[src/rtl/pipelined_int_core.sv]
// Five-stage MIPS-I integer pipeline (IF/ID/EX/MEM/WB) with ID-stage branch/JR
// resolution, forwarding and trap flags. Optional counters: PIPE_PERF_COUNTERS_EN.
module pipelined_int_core #(
    parameter int                  DATA_WIDTH     = 32,
    parameter int                  PC_WIDTH       = 32,
    parameter int                  REG_ADDR_WIDTH = 5,
    parameter logic [PC_WIDTH-1:0] RESET_PC       = {PC_WIDTH{1'b0}}
) (
    input  logic                      clock,
    input  logic                      reset,
    output logic [PC_WIDTH-1:0]       PC,
    input  logic                      fetch_valid,
    input  logic [31:0]               current_instruction,
    output logic [REG_ADDR_WIDTH-1:0] register_file_read_address_1,
    output logic [REG_ADDR_WIDTH-1:0] register_file_read_address_2,
    input  logic [DATA_WIDTH-1:0]     register_file_read_value_1,
    input  logic [DATA_WIDTH-1:0]     register_file_read_value_2,
    output logic [REG_ADDR_WIDTH-1:0] register_file_write_address,
    output logic [DATA_WIDTH-1:0]     register_file_write_value,
    output logic                      register_file_write_enable,
    output logic                      illegal_instr,
    output logic                      overflow
`ifdef PIPE_PERF_COUNTERS_EN
    ,
    output logic [31:0]               cycle_count,
    output logic [31:0]               retire_count,
    output logic [31:0]               fetch_stall_count
`endif
);

    localparam logic [REG_ADDR_WIDTH-1:0] REG_ZERO  = {REG_ADDR_WIDTH{1'b0}};
    localparam logic [DATA_WIDTH-1:0]     DATA_ZERO = {DATA_WIDTH{1'b0}};
    localparam int                        MSB       = DATA_WIDTH - 1;

    typedef enum logic [3:0] {
        ALU_ADD, ALU_SUB, ALU_AND, ALU_OR, ALU_XOR, ALU_NOR, ALU_SLT,
        ALU_SLTU, ALU_SLL, ALU_SRL, ALU_SRA, ALU_PASSB
    } alu_op_e;
    typedef enum logic [1:0] {IMM_NONE, IMM_SEXT, IMM_ZEXT, IMM_LUI} imm_kind_e;

    logic [PC_WIDTH-1:0]       pc_q, pc_d, ifid_pc_q, ifid_pc_d;
    logic                      ifid_valid_q, ifid_valid_d;
    logic [31:0]               ifid_instr_q, ifid_instr_d;
    logic                      idex_valid_q, idex_valid_d, idex_wr_q, idex_wr_d, idex_trap_q, idex_trap_d;
    alu_op_e                   idex_op_q, idex_op_d;
    logic [DATA_WIDTH-1:0]     idex_a_q, idex_a_d, idex_b_q, idex_b_d;
    logic [4:0]                idex_shamt_q, idex_shamt_d;
    logic [REG_ADDR_WIDTH-1:0] idex_dest_q, idex_dest_d;
    logic                      exmem_valid_q, exmem_valid_d, exmem_wr_q, exmem_wr_d;
    logic [REG_ADDR_WIDTH-1:0] exmem_dest_q, exmem_dest_d;
    logic [DATA_WIDTH-1:0]     exmem_res_q, exmem_res_d;
    logic                      memwb_valid_q, memwb_valid_d, memwb_wr_q, memwb_wr_d;
    logic [REG_ADDR_WIDTH-1:0] memwb_dest_q, memwb_dest_d;
    logic [DATA_WIDTH-1:0]     memwb_res_q, memwb_res_d;
    logic                      illegal_q, illegal_d, overflow_q, overflow_d;

    logic [5:0]                opcode_s, funct_s;
    logic [4:0]                shamt_s;
    logic [15:0]               imm_s;
    logic [REG_ADDR_WIDTH-1:0] rs_addr_s, rt_addr_s, dest_s;
    logic                      dec_legal_s, dec_writes_s, dec_trap_s, dec_use_rd_s;
    logic                      dec_jr_s, dec_beq_s, dec_bne_s, shamt_ok_s, redirect_s;
    alu_op_e                   dec_op_s;
    imm_kind_e                 dec_imm_s;
    logic [DATA_WIDTH-1:0]     fwd_a_s, fwd_b_s, op_b_s, ex_result_s, add_s, sub_s;
    logic [PC_WIDTH-1:0]       target_s;
    logic                      ex_ovf_s, ex_wr_s;

    assign opcode_s   = ifid_instr_q[31:26];
    assign funct_s    = ifid_instr_q[5:0];
    assign shamt_s    = ifid_instr_q[10:6];
    assign imm_s      = ifid_instr_q[15:0];
    assign rs_addr_s  = REG_ADDR_WIDTH'(ifid_instr_q[25:21]);
    assign rt_addr_s  = ((opcode_s == 6'h00) || (opcode_s == 6'h04) || (opcode_s == 6'h05))
                        ? REG_ADDR_WIDTH'(ifid_instr_q[20:16]) : REG_ZERO;
    assign dest_s     = dec_use_rd_s ? REG_ADDR_WIDTH'(ifid_instr_q[15:11])
                                     : REG_ADDR_WIDTH'(ifid_instr_q[20:16]);
    assign shamt_ok_s = (shamt_s == 5'd0) || (funct_s == 6'h00) || (funct_s == 6'h02) || (funct_s == 6'h03);

    // Instruction decode into ALU op, immediate kind and control flags.
    always_comb begin
        dec_legal_s  = 1'b1;
        dec_writes_s = 1'b1;
        dec_trap_s   = 1'b0;
        dec_use_rd_s = 1'b0;
        dec_jr_s     = 1'b0;
        dec_beq_s    = 1'b0;
        dec_bne_s    = 1'b0;
        dec_op_s     = ALU_ADD;
        dec_imm_s    = IMM_SEXT;
        case (opcode_s)
            6'h00: begin
                dec_use_rd_s = 1'b1;
                dec_imm_s    = IMM_NONE;
                case (funct_s)
                    6'h20: dec_trap_s = 1'b1;
                    6'h21: dec_op_s = ALU_ADD;
                    6'h22: begin dec_op_s = ALU_SUB; dec_trap_s = 1'b1; end
                    6'h23: dec_op_s = ALU_SUB;
                    6'h24: dec_op_s = ALU_AND;
                    6'h25: dec_op_s = ALU_OR;
                    6'h26: dec_op_s = ALU_XOR;
                    6'h27: dec_op_s = ALU_NOR;
                    6'h2A: dec_op_s = ALU_SLT;
                    6'h2B: dec_op_s = ALU_SLTU;
                    6'h00: dec_op_s = ALU_SLL;
                    6'h02: dec_op_s = ALU_SRL;
                    6'h03: dec_op_s = ALU_SRA;
                    6'h08: begin dec_jr_s = 1'b1; dec_writes_s = 1'b0; end
                    default: dec_legal_s = 1'b0;
                endcase
                dec_legal_s = dec_legal_s && shamt_ok_s;
            end
            6'h08: dec_trap_s = 1'b1;
            6'h09: dec_op_s = ALU_ADD;
            6'h0A: dec_op_s = ALU_SLT;
            6'h0B: dec_op_s = ALU_SLTU;
            6'h0C: begin dec_op_s = ALU_AND; dec_imm_s = IMM_ZEXT; end
            6'h0D: begin dec_op_s = ALU_OR;  dec_imm_s = IMM_ZEXT; end
            6'h0E: begin dec_op_s = ALU_XOR; dec_imm_s = IMM_ZEXT; end
            6'h0F: begin dec_op_s = ALU_PASSB; dec_imm_s = IMM_LUI; end
            6'h04: begin dec_beq_s = 1'b1; dec_writes_s = 1'b0; dec_imm_s = IMM_NONE; end
            6'h05: begin dec_bne_s = 1'b1; dec_writes_s = 1'b0; dec_imm_s = IMM_NONE; end
            default: dec_legal_s = 1'b0;
        endcase
    end

    // Youngest producer wins; $0 and non-writing or invalid stages never forward.
    function automatic logic [DATA_WIDTH-1:0] fwd_operand(
        input logic [REG_ADDR_WIDTH-1:0] addr, input logic [DATA_WIDTH-1:0] rf_val,
        input logic ex_hit, input logic mem_hit, input logic wb_hit,
        input logic [DATA_WIDTH-1:0] ex_val, input logic [DATA_WIDTH-1:0] mem_val,
        input logic [DATA_WIDTH-1:0] wb_val);
        logic [DATA_WIDTH-1:0] v;
        if (addr == REG_ZERO)  v = DATA_ZERO;
        else if (ex_hit)       v = ex_val;
        else if (mem_hit)      v = mem_val;
        else if (wb_hit)       v = wb_val;
        else                   v = rf_val;
        return v;
    endfunction

    assign fwd_a_s = fwd_operand(rs_addr_s, register_file_read_value_1,
        ex_wr_s && (idex_dest_q == rs_addr_s),
        exmem_valid_q && exmem_wr_q && (exmem_dest_q == rs_addr_s),
        memwb_valid_q && memwb_wr_q && (memwb_dest_q == rs_addr_s),
        ex_result_s, exmem_res_q, memwb_res_q);
    assign fwd_b_s = fwd_operand(rt_addr_s, register_file_read_value_2,
        ex_wr_s && (idex_dest_q == rt_addr_s),
        exmem_valid_q && exmem_wr_q && (exmem_dest_q == rt_addr_s),
        memwb_valid_q && memwb_wr_q && (memwb_dest_q == rt_addr_s),
        ex_result_s, exmem_res_q, memwb_res_q);

    // Second ALU operand selection and control-flow target.
    always_comb begin
        case (dec_imm_s)
            IMM_SEXT: op_b_s = DATA_WIDTH'($signed(imm_s));
            IMM_ZEXT: op_b_s = DATA_WIDTH'(imm_s);
            IMM_LUI:  op_b_s = DATA_WIDTH'($signed({imm_s, 16'h0000}));
            default:  op_b_s = fwd_b_s;
        endcase
        redirect_s = ifid_valid_q && dec_legal_s &&
                     (dec_jr_s || (dec_beq_s && (fwd_a_s == fwd_b_s)) || (dec_bne_s && (fwd_a_s != fwd_b_s)));
        if (dec_jr_s) target_s = PC_WIDTH'(fwd_a_s);
        else          target_s = ifid_pc_q + PC_WIDTH'(32'd4) + PC_WIDTH'($signed({imm_s, 2'b00}));
    end

    assign add_s = idex_a_q + idex_b_q;
    assign sub_s = idex_a_q - idex_b_q;

    // Execute stage ALU and signed-overflow detection for trapping ops.
    always_comb begin
        case (idex_op_q)
            ALU_ADD:   ex_result_s = add_s;
            ALU_SUB:   ex_result_s = sub_s;
            ALU_AND:   ex_result_s = idex_a_q & idex_b_q;
            ALU_OR:    ex_result_s = idex_a_q | idex_b_q;
            ALU_XOR:   ex_result_s = idex_a_q ^ idex_b_q;
            ALU_NOR:   ex_result_s = ~(idex_a_q | idex_b_q);
            ALU_SLT:   ex_result_s = {{(DATA_WIDTH-1){1'b0}}, ($signed(idex_a_q) < $signed(idex_b_q))};
            ALU_SLTU:  ex_result_s = {{(DATA_WIDTH-1){1'b0}}, (idex_a_q < idex_b_q)};
            ALU_SLL:   ex_result_s = idex_b_q << idex_shamt_q;
            ALU_SRL:   ex_result_s = idex_b_q >> idex_shamt_q;
            ALU_SRA:   ex_result_s = $signed(idex_b_q) >>> idex_shamt_q;
            ALU_PASSB: ex_result_s = idex_b_q;
            default:   ex_result_s = DATA_ZERO;
        endcase
        ex_ovf_s = idex_valid_q && idex_trap_q &&
                   (((idex_op_q == ALU_ADD) && (idex_a_q[MSB] == idex_b_q[MSB]) && (add_s[MSB] != idex_a_q[MSB])) ||
                    ((idex_op_q == ALU_SUB) && (idex_a_q[MSB] != idex_b_q[MSB]) && (sub_s[MSB] != idex_a_q[MSB])));
        ex_wr_s  = idex_valid_q && idex_wr_q && !ex_ovf_s;
    end

    // Next-state for PC and every pipeline register; a redirect overrides a fetch stall.
    always_comb begin
        ifid_instr_d = current_instruction;
        ifid_pc_d    = pc_q;
        if (redirect_s) begin
            pc_d = target_s;  ifid_valid_d = 1'b0;
        end else if (fetch_valid) begin
            pc_d = pc_q + PC_WIDTH'(32'd4);  ifid_valid_d = 1'b1;
        end else begin
            pc_d = pc_q;  ifid_valid_d = 1'b0;
        end
        idex_valid_d  = ifid_valid_q && dec_legal_s;
        idex_wr_d     = ifid_valid_q && dec_legal_s && dec_writes_s && (dest_s != REG_ZERO);
        idex_trap_d   = dec_trap_s;
        idex_op_d     = dec_op_s;
        idex_a_d      = fwd_a_s;
        idex_b_d      = op_b_s;
        idex_shamt_d  = shamt_s;
        idex_dest_d   = dest_s;
        exmem_valid_d = idex_valid_q && !ex_ovf_s;
        exmem_wr_d    = ex_wr_s;
        exmem_dest_d  = idex_dest_q;
        exmem_res_d   = ex_result_s;
        memwb_valid_d = exmem_valid_q;
        memwb_wr_d    = exmem_valid_q && exmem_wr_q;
        memwb_dest_d  = exmem_dest_q;
        memwb_res_d   = exmem_res_q;
        illegal_d     = ifid_valid_q && !dec_legal_s;
        overflow_d    = ex_ovf_s;
    end

    // Pipeline state registers.
    always_ff @(posedge clock or negedge reset) begin
        if (!reset) begin
            pc_q <= RESET_PC;  ifid_pc_q <= {PC_WIDTH{1'b0}};  ifid_valid_q <= 1'b0;  ifid_instr_q <= 32'd0;
            idex_valid_q <= 1'b0;  idex_wr_q <= 1'b0;  idex_trap_q <= 1'b0;  idex_op_q <= ALU_ADD;
            idex_a_q <= DATA_ZERO;  idex_b_q <= DATA_ZERO;  idex_shamt_q <= 5'd0;  idex_dest_q <= REG_ZERO;
            exmem_valid_q <= 1'b0;  exmem_wr_q <= 1'b0;  exmem_dest_q <= REG_ZERO;  exmem_res_q <= DATA_ZERO;
            memwb_valid_q <= 1'b0;  memwb_wr_q <= 1'b0;  memwb_dest_q <= REG_ZERO;  memwb_res_q <= DATA_ZERO;
            illegal_q <= 1'b0;  overflow_q <= 1'b0;
        end else begin
            pc_q <= pc_d;  ifid_pc_q <= ifid_pc_d;  ifid_valid_q <= ifid_valid_d;  ifid_instr_q <= ifid_instr_d;
            idex_valid_q <= idex_valid_d;  idex_wr_q <= idex_wr_d;  idex_trap_q <= idex_trap_d;  idex_op_q <= idex_op_d;
            idex_a_q <= idex_a_d;  idex_b_q <= idex_b_d;  idex_shamt_q <= idex_shamt_d;  idex_dest_q <= idex_dest_d;
            exmem_valid_q <= exmem_valid_d;  exmem_wr_q <= exmem_wr_d;  exmem_dest_q <= exmem_dest_d;  exmem_res_q <= exmem_res_d;
            memwb_valid_q <= memwb_valid_d;  memwb_wr_q <= memwb_wr_d;  memwb_dest_q <= memwb_dest_d;  memwb_res_q <= memwb_res_d;
            illegal_q <= illegal_d;  overflow_q <= overflow_d;
        end
    end

    assign PC                           = pc_q;
    assign register_file_read_address_1 = rs_addr_s;
    assign register_file_read_address_2 = rt_addr_s;
    assign register_file_write_address  = memwb_dest_q;
    assign register_file_write_value    = memwb_res_q;
    assign register_file_write_enable   = memwb_wr_q;
    assign illegal_instr                = illegal_q;
    assign overflow                     = overflow_q;

`ifdef PIPE_PERF_COUNTERS_EN
    logic [31:0] cycle_count_q, cycle_count_d, retire_count_q, retire_count_d, stall_count_q, stall_count_d;

    // Free-running counters; retirement counts every valid instruction leaving WB.
    always_comb begin
        cycle_count_d  = cycle_count_q + 32'd1;
        retire_count_d = retire_count_q + {31'd0, memwb_valid_q};
        stall_count_d  = stall_count_q + {31'd0, !fetch_valid};
    end

    // Counter registers.
    always_ff @(posedge clock or negedge reset) begin
        if (!reset) begin
            cycle_count_q <= 32'd0;  retire_count_q <= 32'd0;  stall_count_q <= 32'd0;
        end else begin
            cycle_count_q <= cycle_count_d;  retire_count_q <= retire_count_d;  stall_count_q <= stall_count_d;
        end
    end

    assign cycle_count       = cycle_count_q;
    assign retire_count      = retire_count_q;
    assign fetch_stall_count = stall_count_q;
`endif

endmodule
[config.mk]
export PLATFORM = sky130hd
export DESIGN_NAME = pipelined_int_core
export DESIGN_NICKNAME = d
export VERILOG_FILES = /design/src/rtl/pipelined_int_core.sv
export SDC_FILE = /design/constraint.sdc
export NUM_CORES = 1
export LEC_CHECK = 0
export CORE_AREA = 2 2 178 250
export DETAILED_ROUTE_END_ITERATION = 8
export DIE_AREA = 0 0 180 252
export PLACE_DENSITY_LB_ADDON = 0.08
export SLEW_MARGIN = 30
export SYNTH_ARGS = -nofsm -noshare
export SYNTH_HDL_FRONTEND = slang
export SYNTH_SLANG_ARGS = --single-unit
[constraint.sdc]
create_clock -name clock -period 7.1 [get_ports clock]
set_input_delay 1.42 -clock clock [delete_from_list [all_inputs] [get_ports clock]]
set_output_delay 1.42 -clock clock [all_outputs]
set_load 0.005 [all_outputs]
==> reports/summary.txt <==
initial DRC count: 3843
Yosys reg bits: 258
CTS clk-pin slew, worst paths: 0.07 ns
Final Hold Fails: 0
post-route ant nets: 0
Yosys warnings: 0
Synth top area share: 27.4%
Sw Share: 40.3%
port bufs: 180
Placer Congestion: 1.06
setup bufs post-CTS: 0
# DRC: 0
Setup CP Type: flop to flop
Seq pwr share: 36.7%
Worst Setup End Kind: flop
Seq/Total Area, Yosys: 27.4%
total grt overflow: 0
Worst setup SP type: flop
worst skew pair latency: 0.56 ns
Nets: 3150
CTS root buffer: clkbuf_16
Metal-1 WL: 35.5 mm
htree depth: 1
wire per inst: 31.6 um
clock buffer depth: 3
top post-synthesis cells by count: 273 x nand2_1, 258 x dfrtp_1, 213 x nor2_1, 204 x a21oi_1, 162 x o21ai_0
hpwl dp: 82.2 mm
Period minus WS final: 6.80 ns
power share of the combinational group: 39.0%
actual slew at the worst max-slew pin: 0.987 ns
Synth area leaders: dfrtp_1 27%, ha_1 8.2%, mux2i_1 6.4%
count leader, synth: nand2_1
CTS sink cnt: 258
die area: 0.0454 sq mm
CTS tree: yes
Synth cell types: 105
Top Metal Used: met4
fraction of registers with async set/reset: 100%
area leader, netlist: dfrtp_1
final clock skew: 0.0204 ns
final setup fails: 0
share of post-route cells with drive strength above 1: 11.2%
# hold bufs at CTS: 0
synthesized instance count: 2768
synthesized area: 0.0236 sq mm
Post-Route Setup TNS: 0 ns
area occupied by multi-input gates: 0.0157 sq mm
period utilization: 95.8%
Area growth syn-to-layout: 14.7%
clock network fraction of design power: 24.3%
die height: 252 um
Post-synth EDFFs: 0
setup repair after global routing missed its margin: no
syn_nets: 3024
I/O pin cnt: 181
vias in the first global route: 24800
Rows: 90
syn avg cell area: 8.51 sq um
status: complete, no violations
met3 wire len: 12.0 mm
cts repair resizes: 0
vias: 25500
initial core utilization: 54.9%
worst IR drop on VDD: 280 uV
Reg area: 0.00646 sq mm
WL final: 110 mm
timing-limited maximum frequency: 147 MHz
worst hold path class: flop to flop
required time worst endpoint: 7.55 ns
GRT Overall Usage: 47.0%
met2 wire length: 50.8 mm
first-pass GRT wire length: 161 mm
Layout fillers: 3461
Max Cap Viol: 0
Initial DRT Pass Iterations: 9
post-route insts no fill: 3466
relative slew slack: 34.0%
Max Fanout on Critical Path: 23
largest net degree at the start of global routing: 120
Final Max Slew Viols: 0
Main synth FF type: dfrtp_1
DIE WIDTH: 180 um
placed cells: 3419
Static Leak: 11.8 nW
total CTS buffers: 23
WP data arrival: 7.25 ns
NetSw: 2.15 mW
Power Density: 197 mW/mm^2
Internal Power: 3.17 mW
core area: 0.0429 sq mm
initial antenna violation count: 3
via/cell ratio: 7.36
-- metal layers --
| metal | up-vias | track usage [%] |
|---|---|---|
| met5 | - | 0 |
| met4 | 0 | 38.2 |
| met3 | 653 | 12.3 |
| met2 | 2187 | 77.3 |
| met1 | 12100 | 51.3 |
| li1 | 10500 | - |
-- final timing paths --
path	start	to	slack (ns)	depth (start not counted)
max in group asynchronous	reset	ifid_pc_q[25]	4.89	3
setup reg to reg	idex_b_q[4]	PC[2]	0.30	20
hold reg to reg	exmem_valid_q	memwb_valid_q	0.40	0
setup / recovery	idex_b_q[4]	PC[2]	0.30	20
min in group asynchronous	reset	exmem_dest_q[4]	0.72	1
hold / removal	exmem_valid_q	memwb_valid_q	0.40	0
-- flip-flops by register name, indices dropped and copies added (netlist names), 4 cells and up --
register and flops:
idex_a_q 32, exmem_res_q 32, exmem_dest_q 5, idex_op_q 4, register_file_write_value 32, idex_shamt_q 5, exmem_dest_d 5, PC 32
ifid_pc_q 32, idex_b_q 32, ifid_instr_q 32, register_file_write_address 5
-- metrics by stage --
step | total power, mW | instance area [sq um] | utilization, % | hold slack (ns) | setup WS, ns
6_report | 5.32 | 27000 | 63.0 | 0.395 | 0.296
5_1_grt | 5.48 | 27000 | 62.9 | 0.395 | 0.120
4_1_cts | 5.20 | 26900 | 62.8 | 0.394 | 0.669
3_5_place_dp | 3.91 | 26200 | 61.1 | 0.380 | 0.735
3_3_place_gp | 3.85 | 26200 | 61.1 | 0.357 | 0.847
2_1_floorplan | 3.02 | 23600 | - | 0.348 | 2.14
-- kinds of logic after synthesis --
| logic type | synth area share, % |
|---|---|
| AO/OA/AOI/OAI | 23.8 |
| AND/OR/NAND/NOR | 16.8 |
| buffers and inverters | 6.32 |
| flip-flops | 27.4 |
| multiplexers | 13.1 |
| adder cells (fa/ha/maj) | 8.43 |
| XOR/XNOR | 4.16 |
-- power groups by stage --
stage / Clock, mW / Combinational [mW] / Sequential (mW)
after global routing: 1.34 / 2.18 / 1.96
after floorplan: 0 / 1.18 / 1.84
final: 1.29 / 2.08 / 1.95
after global placement: 0 / 1.91 / 1.94
after detailed placement: 0 / 1.95 / 1.95
after CTS: 1.28 / 1.98 / 1.94
-- final cells by class --
class	count	area share [%]
antenna	4	0.0371
clock buffer	27	2.26
clock inverter	14	0.486
inverter	141	1.96
multi-input combinational	2158	58.1
sequential	258	23.9
tap	552	2.56
timing repair buffer	312	10.6
-- worst max-delay path, stage by stage (launching register included) --
cell	delay, ns
dfrtp_1	0.57
inv_1	0.12
ha_1	0.51
o211ai_1	0.16
o21ai_1	0.42
nand3_1	0.35
a21bo_1	0.29
a211oi_1	0.42
nor4_1	0.12
o21ai_2	0.19
o31ai_4	0.19
buf_4	0.22
nor2_4	0.49
a31oi_1	0.22
xor2_1	0.20
nor4_1	0.37
nand4_1	0.48
o21bai_1	0.27
or3b_2	0.61
buf_12	0.23
mux2i_1	0.24
-- layout by cell type (no fill, tap or decap), types with 50 or more instances in the layout --
cell type        instances
mux4_2                  58
xor2_1                  53
dfrtp_1                255
mux2i_1                151
clkdlybuf4s50_1        179
nand3_1                 63
xnor2_1                 59
nand2_1                273
a21oi_1                203
o21ai_0                160
ha_1                   154
nor3_1                  50
inv_1                  136
o211ai_1                77
buf_4                  126
nor2_1                 208
Power figures use the tool's default switching activity.
